### src/rtl/readback_reader.sv
`timescale 1ns/1ps
`default_nettype none
// +--------------------------------------------------------------------------+
// | Module      : readback_reader                                            |
// | Description : Sequences the RDBK primitive (TRIG pulse, wait for RIP),   |
// |               deserializes the DATA stream MSB-first into words, and     |
// |               buffers them in a small FIFO drained by a valid/ready port.|
// | Revision    : 1.0  initial release                                       |
// +--------------------------------------------------------------------------+
module readback_reader #(
    parameter int WORD_WIDTH  = 8,
    parameter int FIFO_DEPTH  = 4,
    parameter int TRIG_CYCLES = 2,
    parameter int TIMEOUT     = 1023
) (
    input  logic                  clk,
    input  logic                  reset,
    input  logic                  start,
    output logic                  rdbk_trig,
    input  logic                  rdbk_data,
    input  logic                  rdbk_rip,
    output logic                  busy,
    output logic                  out_valid,
    output logic [WORD_WIDTH-1:0] out_data,
    input  logic                  out_ready,
    output logic                  out_partial,
    output logic                  overflow,
    output logic                  timeout
);

    localparam int c_TCW = $clog2(TRIG_CYCLES + 1);
    localparam int c_TOW = $clog2(TIMEOUT + 1);
    localparam int c_BCW = $clog2(WORD_WIDTH + 1);
    localparam int c_PW  = $clog2(FIFO_DEPTH);
    localparam int c_CW  = $clog2(FIFO_DEPTH + 1);

    localparam logic [c_TCW-1:0] c_TRIG_LAST = c_TCW'(TRIG_CYCLES - 1);
    localparam logic [c_TOW-1:0] c_TO_LAST   = c_TOW'(TIMEOUT);
    localparam logic [c_BCW-1:0] c_WORD_BITS = c_BCW'(WORD_WIDTH);
    localparam logic [c_BCW-1:0] c_LAST_BIT  = c_BCW'(WORD_WIDTH - 1);
    localparam logic [c_CW-1:0]  c_FULL      = c_CW'(FIFO_DEPTH);

    localparam logic [2:0] c_S_IDLE  = 3'd0;
    localparam logic [2:0] c_S_TRIG  = 3'd1;
    localparam logic [2:0] c_S_WAIT  = 3'd2;
    localparam logic [2:0] c_S_SHIFT = 3'd3;
    localparam logic [2:0] c_S_FLUSH = 3'd4;

    logic [2:0]            r_state;
    logic [c_TCW-1:0]      r_trig_cnt;
    logic [c_TOW-1:0]      r_to_cnt;
    logic [c_BCW-1:0]      r_bitcnt;
    logic [WORD_WIDTH-1:0] r_shreg;
    logic                  r_data_q;
    logic                  r_rip_q;
    logic                  r_trig;
    logic                  r_overflow;
    logic                  r_timeout;

    logic [WORD_WIDTH-1:0] r_mem_data [FIFO_DEPTH];
    logic                  r_mem_part [FIFO_DEPTH];
    logic [c_PW-1:0]       r_wr_ptr;
    logic [c_PW-1:0]       r_rd_ptr;
    logic [c_CW-1:0]       r_count;

    logic [WORD_WIDTH-1:0] w_shifted;
    logic                  w_push;
    logic [WORD_WIDTH-1:0] w_push_data;
    logic                  w_push_part;
    logic                  w_pop;
    logic                  w_full;
    logic                  w_push_ok;
    logic                  w_drop;

    assign w_shifted = {r_shreg[WORD_WIDTH-2:0], r_data_q};

    // Word-complete and flush pushes into the FIFO
    always_comb begin
        w_push      = 1'b0;
        w_push_data = w_shifted;
        w_push_part = 1'b0;
        if (r_state == c_S_SHIFT && r_rip_q && r_bitcnt == c_LAST_BIT) begin
            w_push = 1'b1;
        end else if (r_state == c_S_FLUSH && r_bitcnt != '0) begin
            w_push      = 1'b1;
            w_push_data = r_shreg << (c_WORD_BITS - r_bitcnt);
            w_push_part = 1'b1;
        end
    end

    assign w_pop     = (r_count != '0) && out_ready;
    assign w_full    = (r_count == c_FULL);
    // A pop in the same cycle frees the slot, so a full FIFO still accepts.
    assign w_push_ok = w_push && (!w_full || w_pop);
    assign w_drop    = w_push && w_full && !w_pop;

    // Single register stage on the RDBK inputs; everything below uses these
    always_ff @(posedge clk) begin
        if (reset) begin
            r_data_q <= 1'b0;
            r_rip_q  <= 1'b0;
        end else begin
            r_data_q <= rdbk_data;
            r_rip_q  <= rdbk_rip;
        end
    end

    // Readback sequencer, deserializer and sticky status flags
    always_ff @(posedge clk) begin
        if (reset) begin
            r_state    <= c_S_IDLE;
            r_trig_cnt <= '0;
            r_to_cnt   <= '0;
            r_bitcnt   <= '0;
            r_shreg    <= '0;
            r_trig     <= 1'b0;
            r_overflow <= 1'b0;
            r_timeout  <= 1'b0;
        end else begin
            case (r_state)
                c_S_IDLE: begin
                    if (start) begin
                        r_overflow <= 1'b0;
                        r_timeout  <= 1'b0;
                        r_trig     <= 1'b1;
                        r_trig_cnt <= '0;
                        r_state    <= c_S_TRIG;
                    end
                end
                c_S_TRIG: begin
                    if (r_trig_cnt == c_TRIG_LAST) begin
                        r_trig   <= 1'b0;
                        r_to_cnt <= '0;
                        r_state  <= c_S_WAIT;
                    end else begin
                        r_trig_cnt <= r_trig_cnt + 1'b1;
                    end
                end
                c_S_WAIT: begin
                    if (r_rip_q) begin
                        // The bit arriving with RIP is the first data bit
                        r_shreg  <= w_shifted;
                        r_bitcnt <= c_BCW'(1);
                        r_state  <= c_S_SHIFT;
                    end else if (r_to_cnt == c_TO_LAST) begin
                        r_timeout <= 1'b1;
                        r_state   <= c_S_IDLE;
                    end else begin
                        r_to_cnt <= r_to_cnt + 1'b1;
                    end
                end
                c_S_SHIFT: begin
                    if (r_rip_q) begin
                        r_shreg  <= w_shifted;
                        r_bitcnt <= (r_bitcnt == c_LAST_BIT) ? '0 : r_bitcnt + 1'b1;
                    end else begin
                        r_state <= c_S_FLUSH;
                    end
                end
                c_S_FLUSH: begin
                    r_bitcnt <= '0;
                    r_state  <= c_S_IDLE;
                end
                default: begin
                    r_state <= c_S_IDLE;
                end
            endcase
            // Drops can only occur outside IDLE, so this never races the clear
            if (w_drop) begin
                r_overflow <= 1'b1;
            end
        end
    end

    // Output FIFO storage, pointers and occupancy
    always_ff @(posedge clk) begin
        if (reset) begin
            for (int i = 0; i < FIFO_DEPTH; i++) begin
                r_mem_data[i] <= '0;
                r_mem_part[i] <= 1'b0;
            end
            r_wr_ptr <= '0;
            r_rd_ptr <= '0;
            r_count  <= '0;
        end else begin
            if (w_push_ok) begin
                r_mem_data[r_wr_ptr] <= w_push_data;
                r_mem_part[r_wr_ptr] <= w_push_part;
                r_wr_ptr             <= r_wr_ptr + 1'b1;
            end
            if (w_pop) begin
                r_rd_ptr <= r_rd_ptr + 1'b1;
            end
            case ({w_push_ok, w_pop})
                2'b10:   r_count <= r_count + 1'b1;
                2'b01:   r_count <= r_count - 1'b1;
                default: r_count <= r_count;
            endcase
        end
    end

    assign rdbk_trig   = r_trig;
    assign busy        = (r_state != c_S_IDLE);
    assign out_valid   = (r_count != '0);
    assign out_data    = r_mem_data[r_rd_ptr];
    assign out_partial = r_mem_part[r_rd_ptr];
    assign overflow    = r_overflow;
    assign timeout     = r_timeout;

endmodule
`default_nettype wire

### config.mk
export PLATFORM = sky130hd
export DESIGN_NAME = readback_reader
export DESIGN_NICKNAME = d
export VERILOG_FILES = /design/src/rtl/readback_reader.sv
export SDC_FILE = /design/constraint.sdc
export NUM_CORES = 1
export LEC_CHECK = 0
export CELL_PAD_IN_SITES_DETAIL_PLACEMENT = 0
export CELL_PAD_IN_SITES_GLOBAL_PLACEMENT = 1
export CORE_MARGIN = 2
export CORE_UTILIZATION = 47
export DETAILED_ROUTE_END_ITERATION = 16
export PLACE_DENSITY_LB_ADDON = 0.3
export SLEW_MARGIN = 20
export SYNTH_ARGS = -nofsm -noshare
export SYNTH_HDL_FRONTEND = slang
export SYNTH_SLANG_ARGS = --single-unit
### constraint.sdc
create_clock -name clk -period 2.9 [get_ports clk]
set_input_delay 0.58 -clock clk [delete_from_list [all_inputs] [get_ports clk]]
set_output_delay 0.58 -clock clk [all_outputs]
set_load 0.01 [all_outputs]
After elaboration in Yosys (flattened, before gate mapping)

Memories as Yosys holds them, arrays and structs flattened. A register that Yosys moved wholly into a read port is not among the register bits.
Index checks and enable logic that the tools add are counted.

Logic and storage cells: 123
Bits in latches: 0
Memories: 2
Input port bits: 6
Bits in registers: 39
RAM bits: 36
Output and inout bits: 14
ROM bits: 0

Memories:

| memory     | words | bits a word | rd ports | clocked after Yosys merged registers in | write ports | RTL line | source |
|---|---|---|---|---|---|---|---|
| r_mem_data | 4     | 8           | 1        | 1                                       | 4           | 60       | `logic [WORD_WIDTH-1:0] r_mem_data [FIFO_DEPTH];` |
| r_mem_part | 4     | 1           | 1        | 1                                       | 4           | 61       | `logic r_mem_part [FIFO_DEPTH];` |

Multiplexer cells: 47
Add/subtract/negate cells: 8
Reduce and logical (&&, ||, !) cells: 32
$lt $le $gt $ge: 0
Shift operators: 1
Divide/modulo/power cells: 0
Multipliers: 0
Bitwise logic cells: 0
Equality and inequality tests: 20

Operator list:

| kind                                                 | number |
|---|---|
| two-way mux 10 bit                                   | 3 |
| two-way mux 8 bit                                    | 3 |
| one-hot mux 10 bit (2 select lines)                  | 1 |
| two-way mux 1 bit                                    | 18 |
| != test 2 bit (second input constant)                | 9 |
| two-way mux 2 bit                                    | 8 |
| two-way mux 3 bit                                    | 5 |
| two-way mux 4 bit                                    | 3 |
| one-hot mux 3 bit (4 select lines)                   | 1 |
| one-hot mux 4 bit (3 select lines)                   | 1 |
| AND reduction 4 bit                                  | 3 |
| nonzero test 2 bit                                   | 6 |
| adder 10 x 1 -> 10 bit (second input constant)       | 1 |
| equality test 10 bit (second input constant)         | 1 |
| AND reduction 3 bit                                  | 3 |
| nonzero test 3 bit                                   | 3 |
| OR reduction 8 bit                                   | 1 |
| << shifter 8 x 4 -> 8 bit                            | 1 |
| logical AND 1 bit                                    | 7 |
| adder 2 x 1 -> 2 bit (second input constant)         | 3 |
| equality test 3 x 2 -> 1 bit (second input constant) | 2 |
| equality test 3 bit (second input constant)          | 2 |
| one-hot mux 3 bit (2 select lines)                   | 1 |
| adder 4 x 1 -> 4 bit (second input constant)         | 1 |
| 17 further kinds                                     | 21 |

Depth between registers and ports, before layout

Gate-level depths: netlist of the first run.

Word-level depth: 10
Mapped depth: 11
Mapped depth without buffers: 10

Worst setup path after synthesis of the first run

No wires, ideal clock.

Kind: reg2reg
Start: register r_bitcnt[0]
End: register r_count[2]
Required time: 2.772 ns
Setup time: 0.128 ns
Path slack: 0.259 ns
Period minus slack after synthesis: 2.641 ns
Path buffers: 1
Arrival: 2.514 ns
Cell stages (with the launch flop): 12
Cell sequence: dfxtp_1 buf_2 inv_1 ha_1 nor3b_1 o32ai_4 nand2b_1 fa_1 or3_1 mux2i_1 xnor2_1 nor2_1

Cells in the longest elaborated chain, start to end: 7
Elaborated cells on any way between the ends: 11
Those cells by class: eq/ne: 3; mux: 3; reduce/logical: 5

Ends and longest elaborated chain:

| element                                                                  | RTL line | source |
|---|---|---|
| start: declaration                                                       | 52       | `logic [c_BCW-1:0] r_bitcnt;` |
| start signal: assignment                                                 | 143      | `r_bitcnt <= c_BCW'(1);` |
| start signal: assignment                                                 | 155      | `r_bitcnt <= (r_bitcnt == c_LAST_BIT) ? '0 : r_bitcnt + 1'b1;` |
| nonzero test 4 bit                                                       | 84       | `end else if (r_state == c_S_FLUSH && r_bitcnt != '0) begin` |
| logical AND 1 bit                                                        | 84       |  |
| two-way mux 1 bit                                                        | 84       |  |
| two-way mux 1 bit *                                                      | 82       | `if (r_state == c_S_SHIFT && r_rip_q && r_bitcnt == c_LAST_BIT) begin` |
| logical AND 1 bit *                                                      | 94       | `assign w_push_ok = w_push && (!w_full \|\| w_pop);` |
| equality test 2 x 1 -> 1 bit or equality test 2 bit (tied branches)      | 194      | `case ({w_push_ok, w_pop})` |
| one-hot mux 3 bit (2 select lines) or nonzero test 2 bit (tied branches) | n/a      |  |
| end signal: assignment                                                   | 195      | `2'b10: r_count <= r_count + 1'b1;` |
| end signal: assignment                                                   | 196      | `2'b01: r_count <= r_count - 1'b1;` |
| end signal: assignment                                                   | 197      | `default: r_count <= r_count;` |
| end: declaration                                                         | 64       | `logic [c_CW-1:0] r_count;` |

Every way passes the cells marked *; elsewhere a longest branch is shown, timed or not.
A chain may end at the register's enable or synchronous reset.

Worst setup path in the final report of the first run

Ends and elaborated chain as after synthesis.

==> results of run 1 <==
## synthesized netlist by cell type (all sizes together) (2+ instances only)
cell and number:
xor2 2, xnor2 7, nand3 8, a211oi 4, and3 2, mux2 2, nor4b 2, a41oi 2
buf 8, a22oi 6, a21o 2, inv 9, nor2 67, nor3 8, or2 3, nand2b 13
nand4b 2, mux2i 11, o31ai 2, clkbuf 15, nand2 33, dfxtp 41, edfxtp 36, and2 5
a21oi 22, nor3b 3, ha 4, nor2b 7, nand3b 3, a31oi 3, o21a 6, o211ai 2
or3 7, o21ai 12, nor4 2, mux4 11
## logic make-up after synthesis
logic type | Yosys count
compound gates | 70
xor+xnor | 9
fa+ha+maj | 5
mux | 24
simple gates | 170
buf+inv | 32
flops | 77
## per-layer routing
metal,up-vias,part of all wire
met5,-,0
met4,0,0.0037
met3,2,0.037
met2,54,0.49
met1,1380,0.47
li1,1434,-
## power by group through the flow
| stage | Clock, uW | Combinational [uW] | Sequential, uW |
|---|---|---|---|
| after floorplan | 0 | 338 | 1240 |
| after CTS | 800 | 519 | 1230 |
| after global routing | 842 | 561 | 1230 |
| after global placement | 0 | 515 | 1250 |
| after detailed placement | 0 | 516 | 1250 |
| final | 772 | 512 | 1230 |
## sequential cells by signal, indices dropped and copies added, names as in the netlist, named ones only
| register | count |
|---|---|
| r_state | 3 |
| r_bitcnt | 4 |
| r_rip_q | 1 |
| r_count | 3 |
| r_shreg | 8 |
| overflow | 1 |
| r_rd_ptr | 2 |
| rdbk_trig | 1 |
| r_mem_part | 4 |
| r_mem_data | 32 |
| timeout | 1 |
| r_trig_cnt | 2 |
| r_data_q | 1 |
| r_wr_ptr | 2 |
| r_to_cnt | 10 |
## area by class of cell
| cell class | count | share of cell area |
|---|---|---|
| multi-input cells | 278 | 0.4180 |
| inverters | 9 | 0.007688 |
| clock inverters | 7 | 0.01452 |
| clock buffers | 9 | 0.02819 |
| well taps | 105 | 0.02990 |
| repair buffers | 34 | 0.06891 |
| flip-flops and latches | 77 | 0.4328 |
## critical path, cell delays in order, from the launching register on
cell,delay (ns)
dfxtp_1,0.32
inv_1,0.11
ha_1,0.25
nor3b_1,0.36
o32ai_4,0.19
nand2b_1,0.19
fa_1,0.37
or3_1,0.37
mux2i_1,0.17
xnor2_1,0.13
nor2_1,0.05
## metrics by stage
stage,cell area (um2),instances
4_1_cts,4394,519
6_report,4394,519
5_1_grt,4394,519
2_1_floorplan,3879,387
3_5_place_dp,4207,503
3_3_place_gp,4207,503
## path summary, 6_finish.rpt
| kind | end | depth (start not counted) |
|---|---|---|
| worst min-delay path | r_shreg[7] | 2 |
| worst min register to register | r_shreg[7] | 2 |
| worst max-delay path | r_count[2] | 10 |
| worst max register to register | r_count[2] | 10 |
==> summary.md, run 1 <==
| Metric | Value |
|---|---|
| Ys Warns | 0 |
| Post-synth cell types | 57 |
| Worst-path clk slew | 0.09 ns |
| Syn Inst Count | 387 |
| Post-synthesis xor/xnor area fraction | 0.02032 |
| Startpoint types | flip-flop |
| DRT antenna net count | 0 |
| Synth area leader | edfxtp_1 |
| Layout area overhead | 13.29% |
| Crit-path max FO | 6 |
| Mapped Nets | 398 |
| Clock Skew | 0.008480 ns |
| R2r setup slk | 0.29 ns |
| Die height | 94.85 um |
| Ant diodes | 0 |
| Standard-cell row count | 33 |
| CP Class | reg -> reg |
| Initial DRC count | 149 |
| Count of final hold-check violations | 0 |
| FMAX | ~380 MHz |
| CP Capture Type | flip-flop |
| Worst Setup SP | r_bitcnt[0] |
| Tcrit/Tclk final | 0.9008 |
| Max-slew violations | 0 |
| Critical R2R Launch | r_bitcnt[0] |
| Setup tns final | 0 ns |
| WHS | ~0.47 ns |
| Vias | between 2000 and 3000 |
| Maximum buffer depth of the clock tree | 2 |
| Met3 usage | 0.04310 |
| Arr. time, crit path | 2.85 ns |
| CTS resizes | 0 |
| Clock Sinks | 77 |
| First-pass GRT wire length | 13140 um |
| Clock power share | 0.307 |
| Worst-margin pin slew | about 0.70 ns |
| Setup violators final | 0 |
| I/O Buffers | 19 |
| Simple-gate share of the synthesized area | 0.2168 |
| Async SR Flop Fraction | 0 |
| Htree depth | 3 |
| Layout cells sized above 1 | 0.1232 |
| CTS Hold Buffers Added | 0 |
| Area fraction in compound gates after synthesis | 0.1203 |
| Worst hold path startpoint | r_shreg[7] |
| Core area | 0.008093 mm2 |
| Dpl hpwl | roughly 5700 um |
| Met1 GRT Util | 0.2529 |
| Reg power frac | 0.489 |
| DRC viols | 0 |
| Final worst slack | about 0.29 ns |
| Clk_lat worst skew | 0.35 ns |
| Syn_area_per_cell | 10.02 um2 |
| RSZ-0062 raised after global routing | no |
| Commonest non-fill, non-tap cell in the layout | nor2_1 |
| Die footprint | around 0.009 mm2 |
| Mapped cell area | around 0.0039 mm2 |
| GP Congestion | about 0.8 |
| EDFF count, synth | 36 |
| Number of global-route vias before repair | ~2700 |
| Met2 GRT Util | 0.3132 |
| Max_cap viols | 0 |
| Overall fraction of global-route tracks in use | 0.1923 |
| Period minus WS final | 2.612 ns |
| Number of synthesized register bits | 77 |
| WL per Instance | 15.64 um |
| Grt ovf | 0 |
| Status | complete, no violations |
| Die Width | 94.85 um |
| Pre-CTS WS | 0.2965 ns |
| Final Core Density | 0.5430 |
| Synth top area cells | edfxtp_1 (28%), dfxtp_1 (21%), nor2_1 (6.5%), mux4_2 (6.4%), nand2_1 (3.2%) |
| Sequential cell area | about 0.0019 mm2 |
| # fillers | about 750 |
| Combinational share of power | 0.204 |
| Number of CTS-inserted buffers | 9 |
| Most Used Layer, Global Route | met2 |
| Largest net degree at the start of global routing | 32 |
| Multi-input gate area in the final layout | around 0.0018 mm2 |
| Post-synthesis mux area share | 0.09806 |
| CTS Root Cell | clkbuf_8 |
| CTS tree | built |
| Post-CTS setup buffers | 0 |
| Adder-cell share of the synthesized area | 0.01806 |
| Most frequent cells in the layout | nor2_1 (67), dfxtp_1 (41), edfxtp_1 (36) |
| Peak supply drop | 0.3530 mV |
| Starting Density | 0.4793 |
| DRT Wirelength | 8119 um |
| Ys flop type | dfxtp_1 |
| Final net count | 420 |
| Slew HR | 0.5277 |
| Total Power | 2511 uW |
| Worst path required time | 3.14 ns |
| Int Power | 1797 uW |
| Synth top area share | 0.2787 |
| Sw power | 714.0 uW |
| Post-synthesis sequential area ratio | 0.4903 |
| Main combinational cell family by area after synthesis | simple AND/OR/NAND/NOR gates |
| Via/cell ratio | 5.530 |
| DR pass1 iterations | 4 |
| Net Sw Frac | 0.2843 |
| Pwr Density | 571.4 mW/mm2 |
| Leakage | about 0.0015 uW |
| Boundary Pins | 20 |
| Hold crit path type | reg -> reg |
| Initial antenna violation count | 0 |
Note: power is estimated with default switching activity, not from simulation.
==> inputs of run 2 (changes only) <==
--- a/config.mk
+++ b/config.mk
@@ -5,6 +5,7 @@
 export SDC_FILE = /design/constraint.sdc
 export NUM_CORES = 1
 export LEC_CHECK = 0
+export ABC_CLOCK_PERIOD_IN_PS = 2900
 export CELL_PAD_IN_SITES_DETAIL_PLACEMENT = 0
 export CELL_PAD_IN_SITES_GLOBAL_PLACEMENT = 1
 export CORE_MARGIN = 2
==> results of run 2 <==
No change in the layout: final DEF, timing and power equal those of run 1.
